$ cat src/rtl/cpu_types_pkg.sv
// ---------------------------------------------------------------------------
// cpu_types_pkg
// Shared types for the datapath / memory subsystem:
//   word_t       32-bit machine word
//   ramstate_t   status reported by the RAM each cycle
//   arb_state_t  state encoding of the memory arbiter FSM
// Also holds a small saturating-increment helper used by the arbiter's
// streak and retry counters.
// ---------------------------------------------------------------------------
package cpu_types_pkg;

  typedef logic [31:0] word_t;

  typedef enum logic [1:0] {
    FREE   = 2'd0,
    BUSY   = 2'd1,
    ACCESS = 2'd2,
    ERROR  = 2'd3
  } ramstate_t;

  typedef enum logic [1:0] {
    IDLE    = 2'd0,
    GRANT_I = 2'd1,
    GRANT_D = 2'd2
  } arb_state_t;

  // 4-bit increment that stops at lim (and never wraps past it).
  function automatic logic [3:0] sat_inc4(input logic [3:0] v, input logic [3:0] lim);
    logic [3:0] r;
    if (v >= lim) begin
      r = lim;
    end else begin
      r = v + 4'd1;
    end
    return r;
  endfunction

endpackage

$ cat src/rtl/mem_arbiter_if.sv
// ---------------------------------------------------------------------------
// mem_arbiter_if
// Bundles the requester-side (instruction fetch / data memory) and RAM-side
// signals of the memory arbiter.
//   slave  : the arbiter's view (takes requests and RAM status, drives waits,
//            load data and the RAM command)
//   master : the environment's view (requesters plus RAM)
// Signal names match the existing datapath naming (iREN, dwait, ramaddr ...).
// ---------------------------------------------------------------------------
interface mem_arbiter_if;
  import cpu_types_pkg::*;

  // instruction requester
  logic      iREN;
  word_t     iaddr;
  logic      iwait;
  word_t     iload;
  // data requester
  logic      dREN;
  logic      dWEN;
  word_t     daddr;
  word_t     dstore;
  logic      dwait;
  word_t     dload;
  // RAM port
  logic      ramREN;
  logic      ramWEN;
  word_t     ramaddr;
  word_t     ramstore;
  word_t     ramload;
  ramstate_t ramstate;

  modport slave (
    input  iREN, iaddr, dREN, dWEN, daddr, dstore, ramload, ramstate,
    output iwait, iload, dwait, dload, ramREN, ramWEN, ramaddr, ramstore
  );

  modport master (
    output iREN, iaddr, dREN, dWEN, daddr, dstore, ramload, ramstate,
    input  iwait, iload, dwait, dload, ramREN, ramWEN, ramaddr, ramstore
  );

endinterface

$ cat src/rtl/mem_arbiter.sv
// ---------------------------------------------------------------------------
// mem_arbiter
// Serialises instruction-fetch and data-memory requests onto one RAM port.
// Grants are registered (IDLE -> GRANT_I / GRANT_D); data requests win, but
// after MAX_DSTREAK consecutive data accesses with an instruction waiting the
// instruction is served. RAM ERROR responses are retried in place; once
// MAX_RETRY errors hit one access, the sticky fault flag is raised.
//
// Ports:
//   CLK    clock
//   nRST   asynchronous active-low reset
//   bus    mem_arbiter_if.slave (requests, waits, load data, RAM command)
//   fault  sticky retry-exhausted flag (cleared only by nRST)
// ---------------------------------------------------------------------------
module mem_arbiter
  import cpu_types_pkg::*;
#(
  parameter int unsigned MAX_DSTREAK = 4,
  parameter int unsigned MAX_RETRY   = 3
) (
  input  logic                CLK,
  input  logic                nRST,
  mem_arbiter_if.slave        bus,
  output logic                fault
);

  localparam logic [3:0] STREAK_LIM = 4'(MAX_DSTREAK);
  localparam logic [3:0] RETRY_LIM  = 4'(MAX_RETRY);

  arb_state_t state_q, state_d;
  logic [3:0] streak_q, streak_d;
  logic [3:0] retry_q, retry_d;
  logic       fault_q, fault_d;

  logic       dreq_s;
  logic [3:0] retry_inc_s;
  logic       ram_ren_s;
  logic       ram_wen_s;
  word_t      ram_addr_s;
  word_t      ram_store_s;

  assign dreq_s      = bus.dREN | bus.dWEN;
  assign retry_inc_s = sat_inc4(retry_q, RETRY_LIM);

  // Next-state, counter updates and RAM command for the current grant.
  always_comb begin
    state_d     = state_q;
    streak_d    = streak_q;
    retry_d     = retry_q;
    fault_d     = fault_q;
    ram_ren_s   = 1'b0;
    ram_wen_s   = 1'b0;
    ram_addr_s  = 32'h0000_0000;
    ram_store_s = 32'h0000_0000;

    case (state_q)
      IDLE: begin
        // Data wins unless its streak is used up while a fetch waits.
        if (dreq_s && !((streak_q == STREAK_LIM) && bus.iREN)) begin
          state_d = GRANT_D;
        end else if (bus.iREN) begin
          state_d = GRANT_I;
        end else begin
          state_d = IDLE;
        end
      end

      GRANT_I: begin
        ram_ren_s  = 1'b1;
        ram_addr_s = bus.iaddr;
        if (!bus.iREN) begin
          state_d = IDLE;
          retry_d = 4'd0;
        end else if (bus.ramstate == ACCESS) begin
          state_d  = IDLE;
          retry_d  = 4'd0;
          streak_d = 4'd0;
        end else if (bus.ramstate == ERROR) begin
          retry_d = retry_inc_s;
          if (retry_inc_s >= RETRY_LIM) begin
            fault_d = 1'b1;
          end else begin
            fault_d = fault_q;
          end
        end else begin
          state_d = GRANT_I;
        end
      end

      GRANT_D: begin
        // A simultaneous read+write request is treated as a write.
        ram_wen_s   = bus.dWEN;
        ram_ren_s   = bus.dREN & ~bus.dWEN;
        ram_addr_s  = bus.daddr;
        ram_store_s = bus.dstore;
        if (!dreq_s) begin
          state_d = IDLE;
          retry_d = 4'd0;
        end else if (bus.ramstate == ACCESS) begin
          state_d = IDLE;
          retry_d = 4'd0;
          // Streak only grows while an instruction is actually being held off.
          if (bus.iREN) begin
            streak_d = sat_inc4(streak_q, STREAK_LIM);
          end else begin
            streak_d = 4'd0;
          end
        end else if (bus.ramstate == ERROR) begin
          retry_d = retry_inc_s;
          if (retry_inc_s >= RETRY_LIM) begin
            fault_d = 1'b1;
          end else begin
            fault_d = fault_q;
          end
        end else begin
          state_d = GRANT_D;
        end
      end

      default: begin
        state_d  = IDLE;
        retry_d  = 4'd0;
        streak_d = 4'd0;
      end
    endcase
  end

  // State and counter registers; reset drops the grant (and RAM enables) at once.
  always_ff @(posedge CLK or negedge nRST) begin
    if (!nRST) begin
      state_q  <= IDLE;
      streak_q <= 4'd0;
      retry_q  <= 4'd0;
      fault_q  <= 1'b0;
    end else begin
      state_q  <= state_d;
      streak_q <= streak_d;
      retry_q  <= retry_d;
      fault_q  <= fault_d;
    end
  end

  assign bus.ramREN   = ram_ren_s;
  assign bus.ramWEN   = ram_wen_s;
  assign bus.ramaddr  = ram_addr_s;
  assign bus.ramstore = ram_store_s;

  // Waits drop in the very cycle the RAM reports completion of that grant.
  assign bus.iwait = ~((state_q == GRANT_I) && (bus.ramstate == ACCESS));
  assign bus.dwait = ~((state_q == GRANT_D) && (bus.ramstate == ACCESS));

  assign bus.iload = bus.ramload;
  assign bus.dload = bus.ramload;

  assign fault = fault_q;

endmodule
$ cat src/flat_wrapper.sv
// flat-port wrapper written by rule: the top's interface ports become plain ports
module mem_arbiter_flat import cpu_types_pkg::*;
#(
  parameter int unsigned MAX_DSTREAK = 4,
  parameter int unsigned MAX_RETRY   = 3
)
  (CLK, nRST, fault, bus_iREN, bus_iaddr, bus_dREN, bus_dWEN, bus_daddr, bus_dstore, bus_ramload, bus_ramstate, bus_iwait, bus_iload, bus_dwait, bus_dload, bus_ramREN, bus_ramWEN, bus_ramaddr, bus_ramstore);
  mem_arbiter_if bus_i ();
  input  logic CLK;
  input  logic nRST;
  output logic fault;
  input wire logic [$bits(bus_i.iREN)-1:0] bus_iREN;
  input wire logic [$bits(bus_i.iaddr)-1:0] bus_iaddr;
  input wire logic [$bits(bus_i.dREN)-1:0] bus_dREN;
  input wire logic [$bits(bus_i.dWEN)-1:0] bus_dWEN;
  input wire logic [$bits(bus_i.daddr)-1:0] bus_daddr;
  input wire logic [$bits(bus_i.dstore)-1:0] bus_dstore;
  input wire logic [$bits(bus_i.ramload)-1:0] bus_ramload;
  input wire logic [$bits(bus_i.ramstate)-1:0] bus_ramstate;
  output wire logic [$bits(bus_i.iwait)-1:0] bus_iwait;
  output wire logic [$bits(bus_i.iload)-1:0] bus_iload;
  output wire logic [$bits(bus_i.dwait)-1:0] bus_dwait;
  output wire logic [$bits(bus_i.dload)-1:0] bus_dload;
  output wire logic [$bits(bus_i.ramREN)-1:0] bus_ramREN;
  output wire logic [$bits(bus_i.ramWEN)-1:0] bus_ramWEN;
  output wire logic [$bits(bus_i.ramaddr)-1:0] bus_ramaddr;
  output wire logic [$bits(bus_i.ramstore)-1:0] bus_ramstore;
  assign bus_i.iREN = bus_iREN;
  assign bus_i.iaddr = bus_iaddr;
  assign bus_i.dREN = bus_dREN;
  assign bus_i.dWEN = bus_dWEN;
  assign bus_i.daddr = bus_daddr;
  assign bus_i.dstore = bus_dstore;
  assign bus_i.ramload = bus_ramload;
  assign bus_i.ramstate = bus_ramstate;
  assign bus_iwait = bus_i.iwait;
  assign bus_iload = bus_i.iload;
  assign bus_dwait = bus_i.dwait;
  assign bus_dload = bus_i.dload;
  assign bus_ramREN = bus_i.ramREN;
  assign bus_ramWEN = bus_i.ramWEN;
  assign bus_ramaddr = bus_i.ramaddr;
  assign bus_ramstore = bus_i.ramstore;
  mem_arbiter #(.MAX_DSTREAK(MAX_DSTREAK), .MAX_RETRY(MAX_RETRY)) u_core (.CLK(CLK), .nRST(nRST), .bus(bus_i), .fault(fault));
endmodule
$ cat config.mk
export PLATFORM = sky130hd
export DESIGN_NAME = mem_arbiter_flat
export DESIGN_NICKNAME = d
export VERILOG_FILES = /design/src/rtl/cpu_types_pkg.sv /design/src/rtl/mem_arbiter_if.sv /design/src/rtl/mem_arbiter.sv /design/src/flat_wrapper.sv
export SDC_FILE = /design/constraint.sdc
export NUM_CORES = 1
export LEC_CHECK = 0
export CORE_AREA = 2 2 103 105
export CTS_BUF_LIST = sky130_fd_sc_hd__clkbuf_8
export CTS_CLUSTER_SIZE = 8
export DETAILED_ROUTE_END_ITERATION = 10
export DIE_AREA = 0 0 105 107
export GPL_TIMING_DRIVEN = 0
export PLACE_DENSITY = 0.67
export SLEW_MARGIN = 20
export SYNTH_ARGS = -nofsm -noshare
export SYNTH_HDL_FRONTEND = slang
export SYNTH_SLANG_ARGS = --single-unit
$ cat constraint.sdc
create_clock -name CLK -period 1.5 [get_ports CLK]
set_input_delay 0.225 -clock CLK [delete_from_list [all_inputs] [get_ports CLK]]
set_output_delay 0.225 -clock CLK [all_outputs]
set_load 0.01 [all_outputs]
==> results of run 1 <==
==> metal layers <==
metal | wire (um) | global-route usage (%) | up-vias
li1 | - | - | 1310
met1 | 4370 | 22.5 | 1264
met2 | 5490 | 31.5 | 154
met3 | 926 | 3.65 | 4
met4 | 44 | 2.00 | 0
met5 | 0 | 0 | -
==> cells in the mapped netlist, types with 2 or more instances <==
cell type	instances
sky130_fd_sc_hd__nand2_1	8
sky130_fd_sc_hd__a31oi_1	3
sky130_fd_sc_hd__a31o_2	2
sky130_fd_sc_hd__ha_1	7
sky130_fd_sc_hd__buf_2	2
sky130_fd_sc_hd__a22o_1	3
sky130_fd_sc_hd__clkbuf_1	9
sky130_fd_sc_hd__and2_1	36
sky130_fd_sc_hd__a21oi_1	3
sky130_fd_sc_hd__mux2i_1	2
sky130_fd_sc_hd__buf_1	3
sky130_fd_sc_hd__nor3_1	2
sky130_fd_sc_hd__buf_4	65
sky130_fd_sc_hd__nor2_1	37
sky130_fd_sc_hd__a22oi_1	32
sky130_fd_sc_hd__inv_1	7
sky130_fd_sc_hd__dfrtp_1	11
==> logic make-up after synthesis <==
| group | count (synthesis) | share of synthesized area, % |
|---|---|---|
| buffers and inverters | 88 | 31.6 |
| adders and majority gates | 7 | 4.80 |
| muxes | 2 | 1.10 |
| DFF | 11 | 15.1 |
| and+or+nand+nor | 91 | 25.3 |
| AOI/OAI and AO/OA | 50 | 22.1 |
==> cell type report <==
type / count / area (um^2)
buffer: 78 / 718
clock buffer: 3 / 41.3
clock inverter: 1 / 3.75
fill: 943 / 4820
inverter: 9 / 48.8
multi-input combinational: 150 / 1370
sequential: 11 / 277
tap: 136 / 170
timing repair buffer: 264 / 2640
==> timing repair <==
| action | CTS | global route |
|---|---|---|
| gates cloned | 9 | 0 |
| resized for setup | 442 | 35 |
| pin swaps | 38 | 34 |
| buffers inserted | 15 | 5 |
| endpoints found under the setup margin | 77 | 79 |
| hold buffers | 0 | 0 |
==> worst reg2reg max path, stage by stage (launching register included) <==
cell and delay, ns:
sky130_fd_sc_hd__dfrtp_1 0.39, sky130_fd_sc_hd__inv_2 0.10, sky130_fd_sc_hd__ha_4 0.22, sky130_fd_sc_hd__buf_6 0.15, sky130_fd_sc_hd__nand2_4 0.05, sky130_fd_sc_hd__or4b_1 0.47, sky130_fd_sc_hd__mux2i_1 0.15
==> per-stage QoR <==
| step | hold slack (ns) | util (%) | setup TNS [ns] | instances |
|---|---|---|---|---|
| finish | 0.321 | 52.2 | -17.28 | 652 |
| global route | 0.364 | 52.2 | -21.53 | 652 |
| CTS | 0.343 | 50.9 | -20.36 | 648 |
| detailed placement | 0.465 | 43.3 | -52.72 | 620 |
| global placement | 0.460 | 43.3 | -51.04 | 620 |
| floorplan | -0.0706 | - | -0.670 | 249 |
==> path summary, 6_finish.rpt <==
| kind | startpoint | to |
|---|---|---|
| setup / recovery | u_core.state_q[0]$_DFFE_PN0P_ | bus_ramaddr[11] |
| hold / removal | nRST | u_core.fault$_DFFE_PN0P_ |
| setup reg to reg | u_core.state_q[0]$_DFFE_PN0P_ | u_core.streak_q[1]$_DFFE_PN0P_ |
| hold reg to reg | u_core.fault$_DFFE_PN0P_ | u_core.fault$_DFFE_PN0P_ |
| max in group asynchronous | nRST | u_core.state_q[1]$_DFFE_PN0P_ |
| min in group CLK | bus_iREN | u_core.streak_q[2]$_DFFE_PN0P_ |
==> power breakdown <==
group / leakage, nW / total, W / internal, W / switching [W]
Combinational: 2.20 / 0.00580 / 0.00337 / 0.00243
Clock: 0.0269 / 0.000289 / 0.000179 / 0.000109
Sequential: 0.148 / 0.000425 / 0.000363 / 0.0000618
Total: 2.38 / 0.00652 / 0.00392 / 0.00260
==> registers in the layout, summed over array words and instances (netlist names) <==
signal / flops
u_core.streak_q: 4
u_core.fault: 1
u_core.state_q: 2
u_core.retry_q: 4
==> flow_results.xml, run 1 <==
<?xml version="1.0" encoding="UTF-8"?>
<metrics>
  <group name="critical_path">
    <metric name="reg2regPathDepth" unit="">6</metric>
    <metric name="cpMaxStageDelayCell" unit="">sky130_fd_sc_hd__dfrtp_1</metric>
    <metric name="worst_setup_path_end_kind" unit="">primary output</metric>
    <metric name="critical_path_required_time" unit="ns">1.27</metric>
    <metric name="critPathKind" unit="">flip-flop to primary output</metric>
    <metric name="worst_path_largest_cell_delay" unit="ns">0.39</metric>
    <metric name="critical_path_cell_count" unit="">8</metric>
    <metric name="start_kind" unit="">flip-flop</metric>
    <metric name="cp_data_arrival_time" unit="ns">1.63</metric>
    <metric name="rrSetupSlack" unit="ns">-0.12</metric>
    <metric name="kind_of_cell_adding_the_most_delay_to_the_critical_path" unit="">buffers and inverters</metric>
    <metric name="path_buf_inv" unit="">5</metric>
    <metric name="critical_path_peak_fanout" unit="">5</metric>
    <metric name="timing.critical_path.cells" unit="">buf_6 -&gt; ha_4 -&gt; buf_6 -&gt; buf_12 -&gt; buf_12 -&gt; a22oi_2 -&gt; nor2_2 -&gt; buf_2</metric>
  </group>
  <group name="timing">
    <metric name="drv_slew" unit="">0</metric>
    <metric name="fin_crit_sh" unit="%">124</metric>
    <metric name="period_minus_slack" unit="ns">1.86</metric>
    <metric name="timing_hold_violations_final" unit="">0</metric>
    <metric name="worst_max_slew_margin_expressed_relative_to_the_limit" unit="%">67.0</metric>
    <metric name="fmaxAchievable" unit="GHz">0.538</metric>
    <metric name="rsz_0062_raised_after_global_routing" unit="">yes</metric>
    <metric name="worst_slack" unit="ns">-0.360</metric>
    <metric name="fin_skew" unit="ns">0.00251</metric>
    <metric name="timing_worst_slew_pin_value" unit="ns">0.493</metric>
    <metric name="setup_violations" unit="">76</metric>
  </group>
  <group name="finish">
    <metric name="synthToLayoutAreaGrowth" unit="%">189</metric>
    <metric name="n_antenna_cell" unit="">0</metric>
    <metric name="layout.cells.most_common" unit="">sky130_fd_sc_hd__clkdlybuf4s50_1</metric>
    <metric name="layout.cells.most_common_list" unit="">166 x sky130_fd_sc_hd__clkdlybuf4s50_1, 74 x sky130_fd_sc_hd__buf_4, 44 x sky130_fd_sc_hd__buf_6, 35 x sky130_fd_sc_hd__and2_4, 31 x sky130_fd_sc_hd__buf_2</metric>
    <metric name="final_layout_size_suffix_gt1_share" unit="%">53.9</metric>
    <metric name="final_nets" unit="">659</metric>
    <metric name="design_area" unit="um^2">5270</metric>
  </group>
  <group name="global_routing">
    <metric name="grt_overflow" unit="">0</metric>
    <metric name="antenna_found_initial" unit="">0</metric>
    <metric name="grt_pass1_wl" unit="um">15500</metric>
    <metric name="number_of_global_route_vias_before_repair" unit="">2780</metric>
    <metric name="grt_util_all_layers" unit="%">17.6</metric>
    <metric name="largest_net_degree_at_the_start_of_global_routing" unit="">12</metric>
  </group>
  <group name="synth">
    <metric name="ys_seq_elements" unit="">11</metric>
    <metric name="synth.yosys.seq_area_share" unit="%">15.1</metric>
    <metric name="number_of_instances_in_the_synthesized_netlist" unit="">249</metric>
    <metric name="synth_fp_nets" unit="">391</metric>
    <metric name="ys_warn_count" unit="">0</metric>
    <metric name="syn_avg_cell_area" unit="um^2">7.32</metric>
    <metric name="synth_top_cell_area_share" unit="%">26.8</metric>
    <metric name="yosys-top-cells-area" unit="">sky130_fd_sc_hd__buf_4 27%, sky130_fd_sc_hd__dfrtp_1 15%, sky130_fd_sc_hd__a22oi_1 13%, sky130_fd_sc_hd__and2_1 12%, sky130_fd_sc_hd__nor2_1 7.6%</metric>
    <metric name="postSynth.asyncResetShare" unit="%">100</metric>
    <metric name="postSynth.topFlopCell" unit="">sky130_fd_sc_hd__dfrtp_1</metric>
    <metric name="synth_area" unit="um^2">1820</metric>
    <metric name="synthDistinctLibCells" unit="">34</metric>
    <metric name="synth.largest_area_cell" unit="">sky130_fd_sc_hd__buf_4</metric>
    <metric name="synth-edff-count" unit="">0</metric>
  </group>
  <group name="floorplanning">
    <metric name="design.core.area" unit="um^2">10100</metric>
    <metric name="number_of_rows_in_the_core_area" unit="">37</metric>
    <metric name="floorplan.die_area" unit="um^2">11200</metric>
    <metric name="die_width" unit="um">105</metric>
    <metric name="dieHeight" unit="um">107</metric>
    <metric name="boundaryPins" unit="">268</metric>
    <metric name="starting_utilization_of_the_core_area" unit="%">18.1</metric>
  </group>
  <group name="min_path">
    <metric name="hold_path_class" unit="">input port to asynchronous set/reset pin</metric>
  </group>
  <group name="cts">
    <metric name="clock_sinks" unit="">11</metric>
    <metric name="worstSkewPairLatency" unit="ns">0.24</metric>
    <metric name="clk_transition_reported_paths" unit="ns">0.05</metric>
    <metric name="number_of_buffers_created_by_cts" unit="">3</metric>
    <metric name="ctsLongestPathBuffers" unit="">2</metric>
    <metric name="cts_root_buffer" unit="">sky130_fd_sc_hd__clkbuf_8</metric>
    <metric name="htree_num_levels" unit="">1</metric>
    <metric name="tritoncts" unit="">done</metric>
  </group>
  <group name="pwr">
    <metric name="leakage" unit="nW">2.38</metric>
    <metric name="power" unit="W">0.00652</metric>
    <metric name="power.density_cell_area" unit="nW/um^2">1240</metric>
    <metric name="vdd_drop_max" unit="mV">0.684</metric>
  </group>
  <group name="placement">
    <metric name="io_buffers" unit="">235</metric>
    <metric name="dpl.hpwl" unit="um">8620</metric>
    <metric name="gp_congestion" unit="">0.800</metric>
    <metric name="postPlaceCellArea" unit="um^2">4370</metric>
    <metric name="dp_worst_setup_slack" unit="ns">-0.835</metric>
  </group>
  <group name="run">
    <metric name="cap_violations" unit="">0</metric>
  </group>
  <group name="routing">
    <metric name="average_vias_per_placed_instance" unit="">4.19</metric>
    <metric name="vias_post_dr" unit="">2732</metric>
    <metric name="drtPass1Iterations" unit="">4</metric>
    <metric name="antenna_left" unit="">0</metric>
    <metric name="drt_drc_violations_left" unit="">0</metric>
    <metric name="wl_per_cell" unit="um">16.6</metric>
    <metric name="routed_wirelength" unit="um">10800</metric>
    <metric name="initialDrtViolationCount" unit="">121</metric>
  </group>
  <group name="status">
    <metric name="violations" unit="">setup timing</metric>
    <metric name="result_of_the_run" unit="">complete, but fails checks</metric>
  </group>
</metrics>
(Power assumes the default switching activity.)
==> run 2: changes to the inputs <==
Settings changed: RECOVER_POWER set to 50, SETUP_SLACK_MARGIN set to 0.05.
==> run 2 against run 1 <==
Effect of this change:
- the flow still finishes with violations (setup timing)
- clock skew about the same
- routed wire length down 2.4%
- fmax is 1.4% lower
- global-route usage fell by 1.1 points
- largest cell class unchanged
==> flow_results.xml, run 2 (synthesized netlist as in run 1, its figures left out) <==
<?xml version="1.0" encoding="UTF-8"?>
<metrics>
  <group name="status">
    <metric name="result_of_the_run" unit="">complete, but fails checks</metric>
    <metric name="violations" unit="">setup timing</metric>
  </group>
  <group name="cts">
    <metric name="clock_sinks" unit="">11</metric>
    <metric name="number_of_buffers_created_by_cts" unit="">3</metric>
    <metric name="tritoncts" unit="">done</metric>
    <metric name="worstSkewPairLatency" unit="ns">0.24</metric>
    <metric name="ctsLongestPathBuffers" unit="">2</metric>
    <metric name="htree_num_levels" unit="">1</metric>
    <metric name="cts_root_buffer" unit="">sky130_fd_sc_hd__clkbuf_8</metric>
    <metric name="cts_hold_repair.buffers" unit="">0</metric>
    <metric name="clk_transition_reported_paths" unit="ns">0.05</metric>
  </group>
  <group name="critical_path">
    <metric name="critPathKind" unit="">flip-flop to primary output</metric>
    <metric name="cpMaxStageDelayCell" unit="">sky130_fd_sc_hd__dfrtp_1</metric>
    <metric name="r2r-start" unit="">u_core.state_q[0]$_DFFE_PN0P_</metric>
    <metric name="rrSetupSlack" unit="ns">-0.15</metric>
    <metric name="timing.critical_path.cells" unit="">buf_6 -&gt; ha_4 -&gt; buf_8 -&gt; buf_12 -&gt; buf_12 -&gt; a22oi_2 -&gt; nor2_2 -&gt; buf_6</metric>
    <metric name="critical_path_peak_fanout" unit="">10</metric>
    <metric name="reg2regPathDepth" unit="">6</metric>
    <metric name="worst_path_largest_cell_delay" unit="ns">0.40</metric>
    <metric name="cp_data_arrival_time" unit="ns">1.66</metric>
    <metric name="critical_path_required_time" unit="ns">1.27</metric>
    <metric name="timing.rr.end" unit="">u_core.streak_q[1]$_DFFE_PN0P_</metric>
    <metric name="kind_of_cell_adding_the_most_delay_to_the_critical_path" unit="">buffers and inverters</metric>
    <metric name="path_buf_inv" unit="">5</metric>
    <metric name="worst_setup_path_end_kind" unit="">primary output</metric>
    <metric name="start_kind" unit="">flip-flop</metric>
  </group>
  <group name="timing">
    <metric name="worst_slack" unit="ns">-0.385</metric>
    <metric name="worst_max_slew_margin_expressed_relative_to_the_limit" unit="%">62.6</metric>
    <metric name="fin_skew" unit="ns">0.00279</metric>
    <metric name="timing_worst_slew_pin_value" unit="ns">0.559</metric>
    <metric name="timing_hold_violations_final" unit="">0</metric>
    <metric name="rsz_0062_raised_after_global_routing" unit="">yes</metric>
    <metric name="setup_violations" unit="">78</metric>
    <metric name="fmaxAchievable" unit="GHz">0.530</metric>
    <metric name="drv_slew" unit="">0</metric>
    <metric name="fin_crit_sh" unit="%">126</metric>
    <metric name="period_minus_slack" unit="ns">1.89</metric>
  </group>
  <group name="finish">
    <metric name="n_antenna_cell" unit="">0</metric>
    <metric name="reg.largest.list" unit="">u_core.retry_q: 4 flops, u_core.streak_q: 4 flops, u_core.state_q: 2 flops</metric>
    <metric name="synthToLayoutAreaGrowth" unit="%">195</metric>
    <metric name="layout.cells.most_common_list" unit="">138 x sky130_fd_sc_hd__clkdlybuf4s50_1, 79 x sky130_fd_sc_hd__buf_4, 53 x sky130_fd_sc_hd__buf_6, 34 x sky130_fd_sc_hd__and2_4, 33 x sky130_fd_sc_hd__a22oi_2</metric>
    <metric name="filler_cells" unit="">942</metric>
    <metric name="layout.cells.most_common" unit="">sky130_fd_sc_hd__clkdlybuf4s50_1</metric>
    <metric name="final_layout_size_suffix_gt1_share" unit="%">59.1</metric>
    <metric name="final_nets" unit="">666</metric>
  </group>
  <group name="run">
    <metric name="cap_violations" unit="">0</metric>
  </group>
  <group name="placement">
    <metric name="dpl.hpwl" unit="um">7950</metric>
    <metric name="dp_worst_setup_slack" unit="ns">-0.825</metric>
    <metric name="gp_congestion" unit="">0.847</metric>
    <metric name="io_buffers" unit="">235</metric>
  </group>
  <group name="routing">
    <metric name="initialDrtViolationCount" unit="">96</metric>
    <metric name="vias_post_dr" unit="">2791</metric>
    <metric name="drtPass1Iterations" unit="">4</metric>
    <metric name="wl_per_cell" unit="um">16.0</metric>
    <metric name="routed_wirelength" unit="um">10600</metric>
    <metric name="drt_drc_violations_left" unit="">0</metric>
    <metric name="average_vias_per_placed_instance" unit="">4.24</metric>
    <metric name="antenna_left" unit="">0</metric>
  </group>
  <group name="floorplanning">
    <metric name="number_of_rows_in_the_core_area" unit="">37</metric>
    <metric name="die_width" unit="um">105</metric>
    <metric name="dieHeight" unit="um">107</metric>
    <metric name="starting_utilization_of_the_core_area" unit="%">18.1</metric>
    <metric name="boundaryPins" unit="">268</metric>
    <metric name="floorplan.die_area" unit="um^2">11200</metric>
    <metric name="design.core.area" unit="um^2">10100</metric>
  </group>
  <group name="global_routing">
    <metric name="number_of_global_route_vias_before_repair" unit="">2791</metric>
    <metric name="grt_overflow" unit="">0</metric>
    <metric name="largest_net_degree_at_the_start_of_global_routing" unit="">12</metric>
    <metric name="grt_util_all_layers" unit="%">16.5</metric>
    <metric name="grt_pass1_wl" unit="um">15100</metric>
    <metric name="antenna_found_initial" unit="">0</metric>
  </group>
  <group name="pwr">
    <metric name="power.density_cell_area" unit="nW/um^2">1270</metric>
    <metric name="power" unit="W">0.00684</metric>
    <metric name="vdd_drop_max" unit="mV">0.745</metric>
    <metric name="leakage" unit="nW">2.40</metric>
  </group>
  <group name="min_path">
    <metric name="hold_path_class" unit="">input port to asynchronous set/reset pin</metric>
  </group>
</metrics>
==> run 2: what timing repair did <==
| action | in CTS | in global routing |
|---|---|---|
| setup buffers | 10 | 23 |
| hold endpoints to repair | 0 | 0 |
| gates resized for setup | 417 | 52 |
| cloned | 6 | 3 |
| pin swaps | 26 | 33 |
| setup endpoints to repair | 79 | 79 |
==> run 2: per-stage QoR <==
step	hold slack, ns	TNS (ns)	area [um^2]	cells	utilization (%)
4_1_cts	0.360	-21.98	5170	639	51.2
2_1_floorplan	-0.0706	0	1930	249	-
3_3_place_gp	0.465	-46.20	4460	620	44.2
5_1_grt	0.459	-23.50	5390	659	53.4
6_report	0.420	-18.95	5390	659	53.4
3_5_place_dp	0.460	-47.01	4460	620	44.2
==> run 2: layer usage <==
layer,wire length (um),part of all wire (%),global-route usage [%],vias to the layer above
li1,-,-,-,1333
met1,3980,38,19.0,1320
met2,5940,56,33.5,132
met3,609,5.8,2.55,6
met4,44,0.42,0.571,0
met5,0,0,0,-
==> run 2: worst register-to-register path: stages (launching register included) <==
cell	delay [ns]
sky130_fd_sc_hd__dfrtp_1	0.40
sky130_fd_sc_hd__inv_2	0.11
sky130_fd_sc_hd__ha_4	0.25
sky130_fd_sc_hd__buf_6	0.16
sky130_fd_sc_hd__nand2_4	0.05
sky130_fd_sc_hd__or4b_1	0.46
sky130_fd_sc_hd__mux2i_1	0.14
==> run 2: power breakdown <==
group	switching (W)	internal, W
Combinational	0.00257	0.00356
Clock	0.000117	0.000183
Sequential	0.0000456	0.000360
Total	0.00273	0.00411
==> run 2: area by class of cell <==
cell class	instances	area (um^2)	area share, %
multi-input combinational	150	1460	27.1
inverter	9	46.3	0.860
sequential	11	275	5.11
clock inverter	1	5.00	0.0929
tap	136	170	3.16
clock buffer	3	41.3	0.767
timing repair buffer	272	2660	49.4
buffer	77	726	13.5
==> run 2: worst max path at each step <==
stage	from	endpoint	cells past startpoint
2_1_floorplan	u_core.state_q[0]$_DFFE_PN0P_	bus_ramREN	5
3_3_place_gp	u_core.state_q[0]$_DFFE_PN0P_	bus_ramaddr[4]	6
3_5_place_dp	u_core.state_q[1]$_DFFE_PN0P_	bus_ramaddr[4]	6
4_1_cts	u_core.state_q[1]$_DFFE_PN0P_	bus_ramaddr[23]	8
5_1_grt	u_core.state_q[0]$_DFFE_PN0P_	bus_ramaddr[3]	8
6_report	u_core.state_q[0]$_DFFE_PN0P_	bus_ramaddr[22]	8
==> run 3: changes to the inputs <==
Settings changed: CORE_AREA 2 2 103 105 to 4 4 102 104, DIE_AREA 0 0 105 107 to 0 0 106 108, PLACE_DENSITY 0.67 to 0.71.
==> run 3 against run 2 <==
Effect of this change:
- the run still ends with setup timing left
- largest power group unchanged
- setup slack improved by 0.088 ns
- total power fell by 0.68%
- via count decreased by 3.0%
- routed wire length increased by 0.51%
==> flow_results.xml, run 3 (synthesized netlist as in run 1, its figures left out) <==
<?xml version="1.0" encoding="UTF-8"?>
<metrics>
  <group name="status">
    <metric name="result_of_the_run" unit="">complete, but fails checks</metric>
    <metric name="violations" unit="">setup timing</metric>
  </group>
  <group name="floorplanning">
    <metric name="number_of_rows_in_the_core_area" unit="">36</metric>
    <metric name="starting_utilization_of_the_core_area" unit="%">19.1</metric>
    <metric name="boundaryPins" unit="">268</metric>
    <metric name="die_width" unit="um">106</metric>
    <metric name="dieHeight" unit="um">108</metric>
    <metric name="floorplan.die_area" unit="um^2">11400</metric>
    <metric name="design.core.area" unit="um^2">9550</metric>
  </group>
  <group name="finish">
    <metric name="final_layout_size_suffix_gt1_share" unit="%">59.0</metric>
    <metric name="design_area" unit="um^2">5360</metric>
    <metric name="filler_cells" unit="">840</metric>
    <metric name="layout.cells.most_common_list" unit="">139 x sky130_fd_sc_hd__clkdlybuf4s50_1, 69 x sky130_fd_sc_hd__buf_4, 46 x sky130_fd_sc_hd__buf_6, 35 x sky130_fd_sc_hd__and2_4, 33 x sky130_fd_sc_hd__a22oi_2</metric>
    <metric name="layout.cells.most_common" unit="">sky130_fd_sc_hd__clkdlybuf4s50_1</metric>
    <metric name="reg.largest.list" unit="">u_core.retry_q: 4 flops, u_core.streak_q: 4 flops, u_core.state_q: 2 flops</metric>
    <metric name="final_core_util" unit="%">56.1</metric>
    <metric name="register_area" unit="um^2">277</metric>
    <metric name="multiInputGateArea" unit="um^2">1470</metric>
    <metric name="synthToLayoutAreaGrowth" unit="%">194</metric>
    <metric name="final-instance-count-excl-fill" unit="">645</metric>
    <metric name="final_nets" unit="">655</metric>
    <metric name="n_antenna_cell" unit="">0</metric>
  </group>
  <group name="cts">
    <metric name="number_of_buffers_created_by_cts" unit="">3</metric>
    <metric name="worstSkewPairLatency" unit="ns">0.24</metric>
    <metric name="cts_hold_repair.buffers" unit="">0</metric>
    <metric name="htree_num_levels" unit="">1</metric>
    <metric name="cts_root_buffer" unit="">sky130_fd_sc_hd__clkbuf_8</metric>
    <metric name="ctsLongestPathBuffers" unit="">2</metric>
    <metric name="clock_sinks" unit="">11</metric>
    <metric name="tritoncts" unit="">done</metric>
    <metric name="clk_transition_reported_paths" unit="ns">0.05</metric>
  </group>
  <group name="global_routing">
    <metric name="largest_net_degree_at_the_start_of_global_routing" unit="">12</metric>
    <metric name="grt_pass1_wl" unit="um">15700</metric>
    <metric name="grt_util_all_layers" unit="%">17.0</metric>
    <metric name="number_of_global_route_vias_before_repair" unit="">2932</metric>
    <metric name="grt_overflow" unit="">0</metric>
    <metric name="antenna_found_initial" unit="">0</metric>
  </group>
  <group name="critical_path">
    <metric name="setup.worst_path.end" unit="">bus_ramaddr[9]</metric>
    <metric name="path_buf_inv" unit="">4</metric>
    <metric name="critPathKind" unit="">flip-flop to primary output</metric>
    <metric name="r2r-start" unit="">u_core.state_q[0]$_DFFE_PN0P_</metric>
    <metric name="kind_of_cell_adding_the_most_delay_to_the_critical_path" unit="">buffers and inverters</metric>
    <metric name="cpMaxStageDelayCell" unit="">sky130_fd_sc_hd__dfrtp_1</metric>
    <metric name="timing.rr.end" unit="">u_core.streak_q[1]$_DFFE_PN0P_</metric>
    <metric name="rrSetupSlack" unit="ns">-0.20</metric>
    <metric name="timing.critical_path.cells" unit="">buf_6 -&gt; ha_4 -&gt; buf_12 -&gt; buf_12 -&gt; a22oi_2 -&gt; nor2_4 -&gt; buf_6</metric>
    <metric name="start_kind" unit="">flip-flop</metric>
    <metric name="cp_data_arrival_time" unit="ns">1.57</metric>
    <metric name="worst_setup_path_end_kind" unit="">primary output</metric>
    <metric name="critical_path_required_time" unit="ns">1.27</metric>
    <metric name="reg2regPathDepth" unit="">7</metric>
    <metric name="critical_path_peak_fanout" unit="">10</metric>
    <metric name="worst_setup_path_startpoint" unit="">u_core.state_q[0]$_DFFE_PN0P_</metric>
    <metric name="worst_path_largest_cell_delay" unit="ns">0.40</metric>
    <metric name="critical_path_cell_count" unit="">7</metric>
  </group>
  <group name="timing">
    <metric name="worst_slack" unit="ns">-0.297</metric>
    <metric name="drv_slew" unit="">0</metric>
    <metric name="setup_violations" unit="">77</metric>
    <metric name="fin_crit_sh" unit="%">120</metric>
    <metric name="whs" unit="ns">0.393</metric>
    <metric name="rsz_0062_raised_after_global_routing" unit="">yes</metric>
    <metric name="fmaxAchievable" unit="GHz">0.556</metric>
    <metric name="fin_skew" unit="ns">0.00480</metric>
    <metric name="timing_worst_slew_pin_value" unit="ns">0.509</metric>
    <metric name="period_minus_slack" unit="ns">1.80</metric>
    <metric name="worst_max_slew_margin_expressed_relative_to_the_limit" unit="%">65.9</metric>
    <metric name="timing_hold_violations_final" unit="">0</metric>
  </group>
  <group name="routing">
    <metric name="antenna_left" unit="">0</metric>
    <metric name="wl_per_cell" unit="um">16.5</metric>
    <metric name="drtPass1Iterations" unit="">4</metric>
    <metric name="average_vias_per_placed_instance" unit="">4.20</metric>
    <metric name="initialDrtViolationCount" unit="">74</metric>
    <metric name="vias_post_dr" unit="">2707</metric>
    <metric name="routed_wirelength" unit="um">10600</metric>
    <metric name="drt_drc_violations_left" unit="">0</metric>
  </group>
  <group name="run">
    <metric name="cap_violations" unit="">0</metric>
  </group>
  <group name="min_path">
    <metric name="hold_path_class" unit="">input port to asynchronous set/reset pin</metric>
  </group>
  <group name="pwr">
    <metric name="leakage" unit="nW">2.36</metric>
    <metric name="power.density_cell_area" unit="nW/um^2">1270</metric>
    <metric name="vdd_drop_max" unit="mV">0.826</metric>
  </group>
  <group name="placement">
    <metric name="dpl.hpwl" unit="um">8320</metric>
    <metric name="dp_worst_setup_slack" unit="ns">-0.757</metric>
    <metric name="gp_congestion" unit="">0.854</metric>
    <metric name="postPlaceCellArea" unit="um^2">4450</metric>
    <metric name="dp_cells" unit="">617</metric>
    <metric name="io_buffers" unit="">235</metric>
  </group>
</metrics>
run 3: cell types whose count changed in the layout (fill, tap and decap cells not counted), moves of 3 or more:
cell,before,now
sky130_fd_sc_hd__buf_4,79,69
sky130_fd_sc_hd__buf_6,53,46
sky130_fd_sc_hd__buf_2,25,30
sky130_fd_sc_hd__clkbuf_2,5,0
sky130_fd_sc_hd__clkbuf_16,4,7
run 3: repair_timing:
| action | in CTS | in global routing |
|---|---|---|
| gates resized for setup | 445 | 37 |
| cloned | 8 | 1 |
| buffers inserted | 14 | 3 |
| pin swaps | 37 | 29 |
| setup endpoints to repair | 79 | 79 |
run 3: layer usage:
metal  global-route usage (%)  part of all wire (%)  vias up
li1                         -                     -     1309
met1                     19.7                    37     1268
met2                     33.0                    55      122
met3                     3.28                   6.6        8
met4                     1.94                  0.88        0
met5                        0                     0        -
run 3: stage by stage:
stage          setup TNS, ns  total power [W]
2_1_floorplan              0          0.00246
3_3_place_gp          -43.32          0.00441
3_5_place_dp          -45.58          0.00448
4_1_cts               -18.98          0.00651
5_1_grt               -23.51          0.00724
6_report              -18.63          0.00679
run 3: where the power goes:
group          total [W]  leakage, nW  switching [W]  internal [W]
logic            0.00607         2.19        0.00252       0.00356
clock network   0.000296       0.0269       0.000116      0.000180
registers       0.000422        0.148      0.0000598      0.000363
total            0.00679         2.36        0.00269       0.00410
run 3: worst min path at each step:
stage | from | to | depth (start not counted)
detailed placement | u_core.fault$_DFFE_PN0P_ | u_core.fault$_DFFE_PN0P_ | 1
global route | nRST | u_core.streak_q[2]$_DFFE_PN0P_ | 1
floorplan | nRST | u_core.fault$_DFFE_PN0P_ | 0
CTS | nRST | u_core.streak_q[2]$_DFFE_PN0P_ | 1
global placement | u_core.fault$_DFFE_PN0P_ | u_core.fault$_DFFE_PN0P_ | 1
finish | nRST | u_core.retry_q[3]$_DFFE_PN0P_ | 1
run 3: cell type report:
| type | count | area share [%] |
|---|---|---|
| Sequential cell | 11 | 5.16 |
| Clock inverter | 1 | 0.0701 |
| Buffer | 79 | 14.9 |
| Clock buffer | 3 | 0.771 |
| Multi-Input combinational cell | 150 | 27.3 |
| Timing Repair Buffer | 259 | 47.8 |
| Inverter | 9 | 0.911 |
| Tap cell | 133 | 3.11 |
run 3: worst reg2reg max path, stage by stage (launching register included):
cell and delay (ns):
sky130_fd_sc_hd__dfrtp_1 0.40, sky130_fd_sc_hd__inv_2 0.12, sky130_fd_sc_hd__ha_4 0.15, sky130_fd_sc_hd__buf_12 0.14, sky130_fd_sc_hd__buf_8 0.13, sky130_fd_sc_hd__nand2_4 0.05, sky130_fd_sc_hd__or4b_4 0.49, sky130_fd_sc_hd__mux2i_1 0.14
